`config.mk`:
```
export PLATFORM = sky130hd
export DESIGN_NAME = pipelined_add_sub
export DESIGN_NICKNAME = d
export VERILOG_FILES = /design/src/rtl/adder_pkg.sv /design/src/rtl/add_chunk_stage.sv /design/src/rtl/pipelined_add_sub.sv
export SDC_FILE = /design/constraint.sdc
export NUM_CORES = 1
export LEC_CHECK = 0
export ABC_CLOCK_PERIOD_IN_PS = 4300
export CAP_MARGIN = 40
export CORE_MARGIN = 1
export CORE_UTILIZATION = 40
export CTS_BUF_LIST = sky130_fd_sc_hd__clkbuf_8 sky130_fd_sc_hd__clkbuf_16
export DETAILED_ROUTE_END_ITERATION = 6
export GPL_TIMING_DRIVEN = 1
export PLACE_DENSITY_LB_ADDON = 0.25
export SLEW_MARGIN = 15
export SYNTH_ARGS = -nofsm -noshare
export SYNTH_HDL_FRONTEND = slang
export SYNTH_SLANG_ARGS = --single-unit
```
`constraint.sdc`:
```
create_clock -name CLK -period 4.3 [get_ports CLK]
set_clock_uncertainty 0.1 [all_clocks]
set_input_delay 0.645 -clock CLK [delete_from_list [all_inputs] [get_ports CLK]]
set_output_delay 0.645 -clock CLK [all_outputs]
set_load 0.02 [all_outputs]
```
`src/rtl/adder_pkg.sv`:
```
// rtl/adder_pkg.sv - shared constants and helpers for the pipelined add/subtract unit
//
// Contents:
//   OP_ADD / OP_SUB   encodings of the SUB input
//   chunk_width()     bits handled by one carry-pipeline stage
//   prep_carry()      carry-in seen by the adder core for a given operation
package adder_pkg;

    localparam logic OP_ADD = 1'b0;
    localparam logic OP_SUB = 1'b1;

    function automatic int chunk_width(input int width, input int stages);
        return width / stages;
    endfunction

    // A - B - borrow is computed as A + ~B + ~borrow, so the carry-in sense flips for subtract.
    function automatic logic prep_carry(input logic cin, input logic sub);
        return (sub == OP_SUB) ? ~cin : cin;
    endfunction

endpackage

```
`src/rtl/add_chunk_stage.sv`:
```
// rtl/add_chunk_stage.sv - one carry-pipelined chunk of the add/subtract unit
//
// Ports:
//   clk, rst_n   rising-edge clock, synchronous active-low reset
//   en           pipeline advance; when low the carry and valid registers hold
//   a, b         CW-bit operand chunk (b already conditioned for subtract)
//   cin          carry into this chunk (registered carry of the previous stage)
//   valid_in     beat-valid bit travelling alongside the chunk
//   sum          combinational chunk sum, captured by the parent's alignment registers
//   cout_q       registered carry out of this chunk
//   valid_q      registered beat-valid bit
module add_chunk_stage #(
    parameter int CW = 4
) (
    input  logic          clk,
    input  logic          rst_n,
    input  logic          en,
    input  logic [CW-1:0] a,
    input  logic [CW-1:0] b,
    input  logic          cin,
    input  logic          valid_in,
    output logic [CW-1:0] sum,
    output logic          cout_q,
    output logic          valid_q
);

    logic cout_d;
    logic valid_d;

    always_comb begin
        {cout_d, sum} = {1'b0, a} + {1'b0, b} + {{CW{1'b0}}, cin};
        valid_d       = valid_in;
    end

    always_ff @(posedge clk) begin
        if (!rst_n) begin
            cout_q  <= 1'b0;
            valid_q <= 1'b0;
        end else if (en) begin
            cout_q  <= cout_d;
            valid_q <= valid_d;
        end
    end

endmodule

```
`src/rtl/pipelined_add_sub.sv`:
```
// rtl/pipelined_add_sub.sv - parametrised carry-pipelined add/subtract unit with valid/ready handshake
//
// Ports:
//   CLK, RST_N           rising-edge clock, synchronous active-low reset
//   IN_VALID, IN_READY   operand beat handshake (IN_READY = advance & RST_N)
//   A, B, CIN, SUB       operands; SUB=0: A+B+CIN, SUB=1: A-B-CIN
//   OUT_VALID, OUT_READY result beat handshake
//   SUM                  result modulo 2^WIDTH
//   COUT                 raw carry out of the MSB (for subtract, 1 = no borrow)
//   OVF                  signed two's-complement overflow
//   ZERO                 SUM == 0
//
// Datapath: an input register captures A, the conditioned B' and carry-in. Stage k then adds
// the lowest chunk of its operand words. The A word doubles as the result word: each stage
// shifts it right by one chunk and drops its sum chunk in at the top, so after STAGES stages
// the word holds the fully aligned result. The B' word simply shifts right. The whole pipeline
// moves together on advance; a beat accepted at edge t is on the outputs after edge t+STAGES.
module pipelined_add_sub
    import adder_pkg::*;
#(
    parameter int WIDTH  = 16,
    parameter int STAGES = 4
) (
    input  logic             CLK,
    input  logic             RST_N,
    input  logic             IN_VALID,
    output logic             IN_READY,
    input  logic [WIDTH-1:0] A,
    input  logic [WIDTH-1:0] B,
    input  logic             CIN,
    input  logic             SUB,
    output logic             OUT_VALID,
    input  logic             OUT_READY,
    output logic [WIDTH-1:0] SUM,
    output logic             COUT,
    output logic             OVF,
    output logic             ZERO
);

    localparam int CW = chunk_width(WIDTH, STAGES);

    if (STAGES < 1 || STAGES > WIDTH || (WIDTH % STAGES) != 0) begin : g_bad_params
        $error("pipelined_add_sub: WIDTH must be a positive multiple of STAGES");
    end

    // Handshake
    logic advance;
    logic in_ready;
    logic out_valid;

    // Input register
    logic in_v_q;
    logic in_v_d;
    logic c0_q;
    logic c0_d;

    // Operand/result words: index k feeds stage k, index STAGES is the result register.
    logic [WIDTH-1:0] word_a_q [STAGES+1];
    logic [WIDTH-1:0] word_a_d [STAGES+1];
    logic [WIDTH-1:0] word_b_q [STAGES];
    logic [WIDTH-1:0] word_b_d [STAGES];

    // Per-stage chunk adder connections
    logic [STAGES-1:0][CW-1:0] chunk_sum;
    logic [STAGES-1:0]         stage_cin;
    logic [STAGES-1:0]         stage_vin;
    logic [STAGES-1:0]         stage_cout;
    logic [STAGES-1:0]         stage_vout;

    // Registered flags
    logic ovf_q;
    logic ovf_d;
    logic zero_q;
    logic zero_d;

    // Global stall: nothing moves while a result waits for the consumer.
    always_comb begin
        advance  = ~out_valid | OUT_READY;
        in_ready = advance & RST_N;
        in_v_d   = IN_VALID & in_ready;
        c0_d     = prep_carry(CIN, SUB);
    end

    always_comb begin
        stage_cin    = '0;
        stage_vin    = '0;
        stage_cin[0] = c0_q;
        stage_vin[0] = in_v_q;
        for (int k = 1; k < STAGES; k++) begin
            stage_cin[k] = stage_cout[k-1];
            stage_vin[k] = stage_vout[k-1];
        end
    end

    always_comb begin
        word_a_d[0] = A;
        word_b_d[0] = (SUB == OP_SUB) ? ~B : B;
        for (int k = 1; k < STAGES; k++) begin
            word_b_d[k] = word_b_q[k-1] >> CW;
        end
        for (int k = 0; k < STAGES; k++) begin
            // Consumed A chunk leaves at the bottom, finished sum chunk enters at the top.
            word_a_d[k+1] = (word_a_q[k] >> CW) | (WIDTH'(chunk_sum[k]) << (WIDTH - CW));
        end
        // At the last stage the low chunks of the operand words carry the sign bits of A and B'.
        ovf_d  = (word_a_q[STAGES-1][CW-1] == word_b_q[STAGES-1][CW-1]) &&
                 (chunk_sum[STAGES-1][CW-1] != word_a_q[STAGES-1][CW-1]);
        zero_d = (word_a_d[STAGES] == '0);
    end

    for (genvar k = 0; k < STAGES; k++) begin : g_stage
        add_chunk_stage #(
            .CW (CW)
        ) u_chunk (
            .clk      (CLK),
            .rst_n    (RST_N),
            .en       (advance),
            .a        (word_a_q[k][CW-1:0]),
            .b        (word_b_q[k][CW-1:0]),
            .cin      (stage_cin[k]),
            .valid_in (stage_vin[k]),
            .sum      (chunk_sum[k]),
            .cout_q   (stage_cout[k]),
            .valid_q  (stage_vout[k])
        );
    end

    always_ff @(posedge CLK) begin
        if (!RST_N) begin
            in_v_q <= 1'b0;
            c0_q   <= 1'b0;
            ovf_q  <= 1'b0;
            zero_q <= 1'b0;
            for (int k = 0; k <= STAGES; k++) begin
                word_a_q[k] <= '0;
            end
            for (int k = 0; k < STAGES; k++) begin
                word_b_q[k] <= '0;
            end
        end else if (advance) begin
            in_v_q <= in_v_d;
            c0_q   <= c0_d;
            ovf_q  <= ovf_d;
            zero_q <= zero_d;
            for (int k = 0; k <= STAGES; k++) begin
                word_a_q[k] <= word_a_d[k];
            end
            for (int k = 0; k < STAGES; k++) begin
                word_b_q[k] <= word_b_d[k];
            end
        end
    end

    assign out_valid = stage_vout[STAGES-1];
    assign IN_READY  = in_ready;
    assign OUT_VALID = out_valid;
    assign SUM       = word_a_q[STAGES];
    assign COUT      = stage_cout[STAGES-1];
    assign OVF       = ovf_q;
    assign ZERO      = zero_q;

endmodule

```
==> impl_metrics.tcl <==
set metrics [dict create \
    outcome "complete, no violations" \
    post-cts-setup-buffers 0 \
    cp_cell_sequence "clkdlybuf4s50_1 > nand2b_2 > nand2_1 > buf_4 > inv_2 > clkdlybuf4s50_1" \
    cp_common_cell "clkdlybuf4s50_1" \
    io_pins 59 \
    cts_num_sinks 132 \
    grt_pass1_wl_um 14200 \
    vias 2987 \
    cts_resized 0 \
    layout_common_cells "edfxtp_1, and3_1, clkdlybuf4s50_1" \
    ctsHoldBuffers 0 \
    clkSlewWorstSetupHoldPaths_ns 0.06 \
    cts_root_buf "clkbuf_16" \
    hold_viol_final 0 \
    ant_nets 0 \
    fmax_ghz 0.329 \
    layout_commonest_cell "edfxtp_1" \
    coreArea_mm2 0.0133 \
    dp_hpwl_um 5340 \
    critPathArrivalTime_ns 2.29 \
    ys_types 29 \
    antenna_found_initial 0 \
    grt_use_total_pct 13.5 \
    drt_first_pass_iters 4 \
    fin_nets 497 \
    p_per_area_mw_per_mm2 472 \
    syn_inst 380 \
    num_rows 42 \
    wl_per_cell_um 13.9 \
    combPwrFrac_pct 5.5 \
    syn_area_mm2 0.00550 \
    endpoint_kind "output pin" \
    syn2layout_area_growth_pct 26.0 \
    p_int_w 0.00265 \
    setup_viol 0 \
    die-area_mm2 0.0142 \
    clk_path_buf_depth 2 \
    slowest_stage "clkdlybuf4s50_1" \
    power_switching_w 0.000624 \
    place_ws_ns 1.25 \
    path_class "primary input to output pin" \
    synth_area_per_cell_um2 14.5 \
    seqPwrFrac_pct 45.5 \
    yosys_register_bits 132 \
    grt_pass1_vias 2878 \
    setup_slack_ns 1.26 \
    clkPwrFrac_pct 48.9 \
    fin_crit_ns 3.04 \
    die_w_um 119 \
    max_stage_delay_ns 0.56 \
    initial_core_util_pct 41.2 \
    drtIter0Drc 192 \
    cp.required_ns 3.56 \
    tightest_slew_ns 0.767 \
    drc_errors 0 \
    yosysTopAreaCell "edfxtp_1" \
    port_buffers 58 \
    drive_gt1_share_pct 9.73 \
    grt_max_degree 96 \
    n_fill_cell 1169 \
    yosys_warnings 0 \
    cts_tree "built" \
    yosysTopAreaCellShare_pct 65.5 \
    seq_area_frac_synth_pct 69.9 \
    netlist_top_cells_area "edfxtp_1, and3_1, dfxtp_1" \
    crit_fanout 32 \
    gp_congestion 0.748 \
    h-tree-depth 4 \
    die_h_um 119 \
    tns_ns 0 \
    grt_overflow_total 0 \
    vdd_drop_max_v 0.000327 \
    swShare_pct 19.1 \
    insertion_delay_ns 0.42 \
    antennaDiodeCount 0 \
    start_kind "primary input" \
    finalMaxSlewViolations 0 \
    synth_nets 438 \
    max_cap_violations 0 \
    rsz0062_at_grt "no" \
    drt_wl_total_um 8720 \
    p_leak_nw 3.16 \
    cts_made_buffers 17 \
    finalCritPeriodShare_pct 70.7 \
    hold_path.class "flop to flop" \
    slew_headroom_pct 48.9 \
    vias_per_cell 4.76 \
]
==> registers in the layout (all words and copies together), names as in the netlist <==
register                 flops
word_a_q                    80
word_b_q                    40
g_stage.u_chunk.cout_q       4
g_stage.u_chunk.valid_q      4
OVF                          1
ZERO                         1
c0_q                         1
in_v_q                       1
==> power by group through the flow <==
stage	clock network [W]	registers [W]	logic (W)
2_1_floorplan	0	0.00152	0.000101
3_3_place_gp	0	0.00151	0.000180
3_5_place_dp	0	0.00152	0.000181
4_1_cts	0.00162	0.00149	0.000183
5_1_grt	0.00168	0.00150	0.000202
6_report	0.00160	0.00149	0.000181
==> metrics by stage <==
step | hold WS, ns | cells | utilization (%) | area [µm²] | power [W]
2_1_floorplan | 0.322 | 380 | - | 5500 | 0.00162
3_3_place_gp | 0.344 | 594 | 46.8 | 6240 | 0.00169
3_5_place_dp | 0.342 | 594 | 46.8 | 6240 | 0.00170
4_1_cts | 0.350 | 626 | 51.7 | 6900 | 0.00330
5_1_grt | 0.391 | 628 | 51.9 | 6930 | 0.00338
6_report | 0.345 | 628 | 51.9 | 6930 | 0.00327
==> worst paths after layout <==
path | slack (ns) | endpoint | cells past startpoint | startpoint
max | 1.26 | IN_READY | 6 | OUT_READY
min reg2reg | 0.34 | ZERO$_SDFFE_PN0N_ | 2 | ZERO$_SDFFE_PN0N_
min | 0.34 | ZERO$_SDFFE_PN0N_ | 2 | ZERO$_SDFFE_PN0N_
max reg2reg | 1.97 | ZERO$_SDFFE_PN0N_ | 6 | word_b_q[3][0]$_SDFFCE_PN0P_
==> worst max-delay path: cells and delay by family <==
| family | cells | cell delay [ns] |
|---|---|---|
| buffers and inverters | 4 | 1.39 |
| AND/OR/NAND/NOR | 2 | 0.26 |
==> cell type report <==
class / instances / area, µm² / share of cell area, %
Sequential cell: 132 / 3840 / 55.5
Multi-Input combinational cell: 211 / 1500 / 21.7
Timing Repair Buffer: 66 / 656 / 9.47
Clock buffer: 17 / 425 / 6.14
Clock inverter: 15 / 236 / 3.41
Tap cell: 176 / 220 / 3.18
Inverter: 11 / 43.8 / 0.632
==> routing by layer <==
layer  track usage (%)  wire (µm)  up-vias  share of wire, %
li1                  -          -     1510                 -
met5                 0          0        -                 0
met1              16.2       3960     1390                45
met3              4.65        399       19               4.6
met2              20.9       4110       68                47
met4              8.31        245        0               2.8
==> kinds of logic (layout without fill, tap and decap cells) <==
group / Yosys count / after routing / synth area share [%]
buffers and inverters: 37 / 109 / 2.84
adders and majority gates: 20 / 20 / 5.64
AOI/OAI and AO/OA: 27 / 27 / 3.21
DFF: 132 / 132 / 69.9
xor gates and xnor gates: 26 / 26 / 4.14
and+or+nand+nor: 138 / 138 / 14.2
==> cells in the mapped netlist <==
cell type	n
a21o_1	8
a21oi_1	7
a21oi_2	1
a22o_1	4
and2_1	1
and3_1	93
and3_2	1
buf_2	3
buf_4	1
clkbuf_1	21
clkbuf_8	1
dfxtp_1	12
edfxtp_1	120
fa_1	8
ha_1	12
inv_1	10
inv_2	1
nand2_1	10
nand2b_1	1
nand4_1	1
nor2_1	27
nor3_2	1
o21ai_0	5
o21ai_1	1
o31ai_1	1
or4_1	2
or4_4	1
xnor2_1	20
xor2_1	6
(Power assumes the default switching activity.)
